**src/rtl/opp_m_ctrl.sv**
```systemverilog
// ---------------------------------------------------------------------------
// opp_m_ctrl
//
// Sequences a ROWS x ROW_W matrix, one row per cycle, through an external row
// datapath. It collects the datapath results after a fixed latency and
// publishes the complete result matrix in one step. The block does no
// arithmetic on row data: results are stored bit-exact.
//
// Parameters
//   ROWS    number of rows per operation
//   ROW_W   row width in bits (row 0 lives in the MSB slice of the matrices)
//   DP_LAT  datapath latency, dp_row -> dp_res, in cycles (1..4)
//
// Ports
//   clk       clock; all state changes on the rising edge
//   rst       asynchronous reset, active low
//   start     request one operation; only looked at while idle
//   m_in      source matrix, latched on the accepting edge
//   dp_row    row being issued to the datapath (zero when not issuing)
//   dp_valid  high while dp_row carries an issued row
//   dp_res    datapath result, DP_LAT cycles behind dp_row
//   m_out     result matrix; held between operations
//   busy      high while issuing or draining
//   done      one-cycle pulse in the cycle m_out has just been updated
// ---------------------------------------------------------------------------
module opp_m_ctrl #(
    parameter int ROWS   = 5,
    parameter int ROW_W  = 40,
    parameter int DP_LAT = 1
) (
    input  logic                  clk,
    input  logic                  rst,
    input  logic                  start,
    input  logic [ROWS*ROW_W-1:0] m_in,
    output logic [ROW_W-1:0]      dp_row,
    output logic                  dp_valid,
    input  logic [ROW_W-1:0]      dp_res,
    output logic [ROWS*ROW_W-1:0] m_out,
    output logic                  busy,
    output logic                  done
);

    localparam int MAT_W = ROWS * ROW_W;
    localparam int IDX_W = (ROWS > 1) ? $clog2(ROWS) : 1;
    localparam logic [IDX_W-1:0] LAST_IDX = IDX_W'(ROWS - 1);

    typedef enum logic [1:0] {
        S_IDLE  = 2'd0,
        S_ISSUE = 2'd1,
        S_DRAIN = 2'd2,
        S_DONE  = 2'd3
    } state_t;

    state_t             state_q;
    logic [ROW_W-1:0]   shadow_q [ROWS];
    logic [ROW_W-1:0]   res_q    [ROWS];
    logic [IDX_W-1:0]   issue_idx_q;
    logic [IDX_W-1:0]   cap_idx_q;
    logic [DP_LAT-1:0]  vpipe_q;
    logic [ROW_W-1:0]   dp_row_q;
    logic               dp_valid_q;
    logic [MAT_W-1:0]   m_out_q;
    logic               busy_q;
    logic               done_q;

    // Row views of the input matrix, and the result buffer with the row being
    // captured this cycle merged in. The merged view lets m_out load the
    // whole matrix, final row included, on the same edge that captures that
    // final row.
    logic [ROW_W-1:0]   m_in_row [ROWS];
    logic [MAT_W-1:0]   res_merged;
    logic [DP_LAT:0]    vpipe_ext;
    logic               cap_en;

    generate
        for (genvar gi = 0; gi < ROWS; gi++) begin : g_rows
            assign m_in_row[gi] = m_in[(ROWS-1-gi)*ROW_W +: ROW_W];
            assign res_merged[(ROWS-1-gi)*ROW_W +: ROW_W] =
                (cap_idx_q == IDX_W'(gi)) ? dp_res : res_q[gi];
        end
    endgenerate

    // Valid delay line: bit DP_LAT-1 is high in the cycle where dp_res
    // carries the result of a row issued DP_LAT cycles earlier.
    assign vpipe_ext = {vpipe_q, dp_valid_q};
    assign cap_en    = vpipe_q[DP_LAT-1];

    always_ff @(posedge clk or negedge rst) begin
        if (!rst) begin
            state_q     <= S_IDLE;
            issue_idx_q <= '0;
            cap_idx_q   <= '0;
            vpipe_q     <= '0;
            dp_row_q    <= '0;
            dp_valid_q  <= 1'b0;
            m_out_q     <= '0;
            busy_q      <= 1'b0;
            done_q      <= 1'b0;
            for (int i = 0; i < ROWS; i++) begin
                shadow_q[i] <= '0;
                res_q[i]    <= '0;
            end
        end else begin
            vpipe_q <= vpipe_ext[DP_LAT-1:0];
            done_q  <= 1'b0;

            if (cap_en) begin
                res_q[cap_idx_q] <= dp_res;
                cap_idx_q        <= cap_idx_q + IDX_W'(1);
            end

            case (state_q)
                S_IDLE: begin
                    if (start) begin
                        for (int i = 0; i < ROWS; i++) begin
                            shadow_q[i] <= m_in_row[i];
                        end
                        issue_idx_q <= '0;
                        cap_idx_q   <= '0;
                        // Row 0 goes out straight from m_in so it is on
                        // dp_row in the very first ISSUE cycle.
                        dp_row_q    <= m_in_row[0];
                        dp_valid_q  <= 1'b1;
                        busy_q      <= 1'b1;
                        state_q     <= S_ISSUE;
                    end
                end

                S_ISSUE: begin
                    // issue_idx_q names the row currently on dp_row.
                    if (issue_idx_q == LAST_IDX) begin
                        dp_row_q   <= '0;
                        dp_valid_q <= 1'b0;
                        state_q    <= S_DRAIN;
                    end else begin
                        issue_idx_q <= issue_idx_q + IDX_W'(1);
                        dp_row_q    <= shadow_q[issue_idx_q + IDX_W'(1)];
                    end
                end

                S_DRAIN: begin
                    // With DP_LAT >= 1 the last capture always falls after
                    // the last issue, so it is only ever seen here.
                    if (cap_en && (cap_idx_q == LAST_IDX)) begin
                        m_out_q <= res_merged;
                        busy_q  <= 1'b0;
                        done_q  <= 1'b1;
                        state_q <= S_DONE;
                    end
                end

                S_DONE: begin
                    state_q <= S_IDLE;
                end

                default: begin
                    state_q <= S_IDLE;
                end
            endcase
        end
    end

    assign dp_row   = dp_row_q;
    assign dp_valid = dp_valid_q;
    assign m_out    = m_out_q;
    assign busy     = busy_q;
    assign done     = done_q;

endmodule

```
**config.mk**
```make
export PLATFORM = sky130hd
export DESIGN_NAME = opp_m_ctrl
export DESIGN_NICKNAME = d
export VERILOG_FILES = /design/src/rtl/opp_m_ctrl.sv
export SDC_FILE = /design/constraint.sdc
export NUM_CORES = 1
export LEC_CHECK = 0
export ABC_CLOCK_PERIOD_IN_PS = 3220
export CAP_MARGIN = 20
export CORE_ASPECT_RATIO = 0.6
export CORE_MARGIN = 2
export CORE_UTILIZATION = 54
export CTS_BUF_LIST = sky130_fd_sc_hd__clkbuf_8
export DETAILED_ROUTE_END_ITERATION = 10
export GPL_TIMING_DRIVEN = 0
export PLACE_DENSITY = 0.86
export SKIP_CTS_REPAIR_TIMING = 1
export SLEW_MARGIN = 30
export SYNTH_ARGS = -nofsm -noshare
export SYNTH_HDL_FRONTEND = slang
export SYNTH_SLANG_ARGS = --single-unit
```
**constraint.sdc**
```tcl
create_clock -name clk -period 3.22 [get_ports clk]
set_clock_uncertainty 0.2 [all_clocks]
set_input_delay 0.805 -clock clk [delete_from_list [all_inputs] [get_ports clk]]
set_output_delay 0.805 -clock clk [all_outputs]
set_load 0.05 [all_outputs]
```
==> run_results.csv <==
group,metric,value,unit
run_status,run_status,"finished clean",
setup_path,critPathRequiredTime,3.53,ns
logic_synthesis,synthTopCellsByCount,"sky130_fd_sc_hd__nand2_1 (1127), sky130_fd_sc_hd__dfrtp_1 (612), sky130_fd_sc_hd__mux2_2 (160)",
clock_network,clk-insertion-delay-late,0.65,ns
clock_network,clock_sinks,612,
logic_synthesis,synth_enable_flop_cells,0,
logic_synthesis,yosys_warnings,0,
setup_path,worst_r2r_endpoint,"dp_row[0]",
logic_synthesis,netlist_top_cells_area,"sky130_fd_sc_hd__dfrtp_1 (61%), sky130_fd_sc_hd__nand2_1 (17%), sky130_fd_sc_hd__mux2_2 (7.2%)",
logic_synthesis,cells_after_synthesis,2429,
clock_network,tritoncts,"yes",
setup_path,r2r_slack,0.12,ns
global_routing,pin_count_of_the_biggest_net_entering_global_routing,93,
power_and_ir_drop,static-leakage-power,0.0156,uW
logic_synthesis,syn-num-nets,2681,
logic_synthesis,synthDistinctLibCells,32,
logic_synthesis,synth_area_per_cell,10.3,um2
placed_design,area_after_dpl,30900,um2
routing,drt_pre_antenna_iters,6,
logic_synthesis,synth_seq_cells,612,
routing,route.detailed.drc,0,
logic_synthesis,cell_with_the_most_instances_after_synthesis,"sky130_fd_sc_hd__nand2_1",
placed_design,port_buffers,485,
logic_synthesis,synth_top_cell_area_share,61.2,%
timing,rsz0062_at_grt,"false",
setup_path,cpPeakStageDelay,0.46,ns
placed_design,dpl.cell_count,3551,
die,io_pins,486,
hold_path,worst_hold_path_type,"register to register",
die,full_die_area,48200,um2
clock_network,cts_root_buffer,"sky130_fd_sc_hd__clkbuf_8",
layout,syn2layout_area_growth,31.0,%
setup_path,critical_path_peak_fanout,10,
setup_path,worstPathArrival,3.42,ns
layout,final_cell_count_without_fillers,3727,
die,rows,61,
clock_network,cts_h_tree_depth,3,
layout,fin_nets,3262,
global_routing,overflow,0,
timing,final_hold_viol_count,0,
setup_path,crit_path_top_cell_by_count,"sky130_fd_sc_hd__clkbuf_4",
routing,routed_wire_length_per_instance,22.0,um
setup_path,critical_path.reg2reg.startpoint,"issue_idx_q[0]",
routing,postRouteWirelength,82100,um
die,core_area,46000,um2
routing,route.vias.total,20900,
setup_path,criticalPathCategory,"register to register",
setup_path,endpoint_kind,"register",
timing,setup_total_negative_slack,0,ns
timing,worst_slew_margin_rel,39.5,%
setup_path,critical_path.slowest_cell,"sky130_fd_sc_hd__ha_2",
clock_network,cts_buffer_depth,3,
power_and_ir_drop,power.density_cell_area,1190,nW/um2
timing,setup-violations-final,0,
global_routing,first_global_vias,21400,
global_routing,grt_antenna_before_repair,13,
setup_path,r2r_cells,8,
layout,fraction_of_layout_instances_using_a_drive_strength_above_1,12.7,%
hold_path,worst_hold_path.num_cells,0,
global_routing,grt_first_pass_wirelength,124000,um
hold_path,hold_start,"dp_valid",
timing,slew_at_the_pin_closest_to_its_max_slew_limit,0.900,ns
job,cap_violations,0,
power_and_ir_drop,ir_drop,0.000666,V
die,floorplan.die.width,282,um
logic_synthesis,leading_area_contributor_after_synthesis,"sky130_fd_sc_hd__dfrtp_1",
layout,final_design_area_no_fill,32800,um2
logic_synthesis,ys_dominant_reg_cell,"sky130_fd_sc_hd__dfrtp_1",
timing,finalCriticalPeriod,3.10,ns
routing,drt.antenna.violating_nets,0,
timing,maxSlewViolCount,0,
logic_synthesis,mappedNetlistArea,25000,um2
die,initial_util,54.4,%
setup_path,sequence_of_cells_on_the_critical_path,"buf_2, clkbuf_4, inv_1, ha_2, clkbuf_4, mux4_2, a221oi_2, nor2_1",
timing,max_freq,322,MHz
setup_path,crit_path_start_kind,"register",
clock_network,cts_buffers,88,
placed_design,globalplace.congestion,0.968,
clock_network,cts.clk_slew.worst_paths,0.07,ns
logic_synthesis,synth_sequential_area_ratio,61.2,%
placed_design,dp_hpwl,60500,um
routing,initialDrtViolationCount,1990,
global_routing,globalRouteTotalUtil,34.2,%
logic_synthesis,async_set_reset_flop_share_out_of_synthesis,100,%
routing,post_drt_via_cell_ratio,5.61,
hold_path,hold_path_endpoint,"cap_en",
layout,final.fill_count,3224,
die,die_height,171,um
timing,finalCritPeriodShare,96.4,%
[where the power goes]
group / internal, uW / switching (uW)
registers: 11500 / 2220
logic: 6840 / 12200
clock network: 3340 / 3040
total: 21700 / 17400
[per-layer routing]
metal | routed length, um | part of all wire (%) | vias to the layer above | global-route usage (%)
met4 | 4640 | 5.7 | 0 | 18.3
met5 | 0 | 0 | - | 0
met1 | 33000 | 40 | 10500 | 46.7
met3 | 7420 | 9.0 | 272 | 8.45
li1 | - | - | 9022 | -
met2 | 36900 | 45 | 1110 | 50.9
[area by class of cell]
type / instances / area (um2) / share of cell area [%]
multi-input combinational: 1657 / 9070 / 27.7
buffer: 146 / 634 / 1.93
clock inverter: 46 / 239 / 0.729
antenna: 14 / 35.0 / 0.107
timing repair buffer: 493 / 5060 / 15.4
clock buffer: 117 / 1610 / 4.91
tap: 630 / 788 / 2.40
inverter: 12 / 45.0 / 0.137
sequential: 612 / 15300 / 46.7
[worst max path at each step]
| stage | start | endpoint | slack, ns | depth (start not counted) |
|---|---|---|---|---|
| CTS | issue_idx_q[0] | dp_row[0] | -0.66 | 9 |
| global placement | rst | m_out[148] | -24.70 | 1 |
| finish | issue_idx_q[0] | dp_row[0] | 0.12 | 8 |
| global route | state_q[1] | dp_row[19] | 0.03 | 8 |
| detailed placement | issue_idx_q[0] | dp_row[0] | -0.63 | 9 |
| floorplan | issue_idx_q[0] | dp_row[0] | 0.52 | 9 |
[metrics by stage]
stage / worst slack [ns] / util, % / total power (uW) / hold WS, ns
global placement: -24.70 / 66.7 / 31700 / 0.212
finish: 0.115 / 71.3 / 39100 / 0.240
detailed placement: -0.626 / 67.1 / 32400 / 0.211
floorplan: 0.519 / - / 25500 / 0.235
global route: 0.0296 / 71.3 / 40900 / 0.251
CTS: -0.662 / 71.1 / 38900 / -0.164
[kinds of logic after synthesis]
family	Yosys count	share of synthesized area, %
buf+inv	160	2.69
mux	242	12.5
flops	612	61.2
compound gates	139	3.70
simple gates	1267	19.5
fa+ha+maj	9	0.450
[placed cells by master, fill, tap and decap left out, types with 2 or more instances in the layout]
cell / count
sky130_fd_sc_hd__nor2_1: 84
sky130_fd_sc_hd__nand2b_1: 3
sky130_fd_sc_hd__clkinv_2: 6
sky130_fd_sc_hd__ha_1: 8
sky130_fd_sc_hd__buf_16: 7
sky130_fd_sc_hd__a21oi_1: 2
sky130_fd_sc_hd__clkdlybuf4s50_1: 484
sky130_fd_sc_hd__clkbuf_2: 2
sky130_fd_sc_hd__nand3_1: 4
sky130_fd_sc_hd__clkinvlp_4: 4
sky130_fd_sc_hd__a22o_1: 3
sky130_fd_sc_hd__clkbuf_4: 3
sky130_fd_sc_hd__nor2b_1: 42
sky130_fd_sc_hd__clkbuf_1: 94
sky130_fd_sc_hd__nand2_1: 1127
sky130_fd_sc_hd__buf_1: 11
sky130_fd_sc_hd__buf_6: 4
sky130_fd_sc_hd__buf_2: 31
sky130_fd_sc_hd__diode_2: 14
sky130_fd_sc_hd__mux2i_1: 42
sky130_fd_sc_hd__a221oi_1: 33
sky130_fd_sc_hd__o21ai_0: 88
sky130_fd_sc_hd__inv_1: 44
sky130_fd_sc_hd__dfrtp_1: 612
sky130_fd_sc_hd__clkbuf_8: 117
sky130_fd_sc_hd__mux4_2: 40
sky130_fd_sc_hd__mux2_2: 160
sky130_fd_sc_hd__a221oi_2: 8
sky130_fd_sc_hd__nor3_1: 2
[worst max-delay path: cells and delay by family, from the launching register on]
kind,cells,cell delay [ns]
mux,1,0.37
buf+inv,4,1.04
flops,1,0.35
fa+ha+maj,1,0.46
simple gates,1,0.11
compound gates,1,0.44
[registers in the layout (all words and copies together), names as in the netlist, 2 cells and up]
signal       cells
state_q          2
issue_idx_q      3
res_q          160
shadow_q       200
cap_idx_q        3
dp_row          40
m_out          200
No activity file was read; power rests on OpenSTA's default activity.
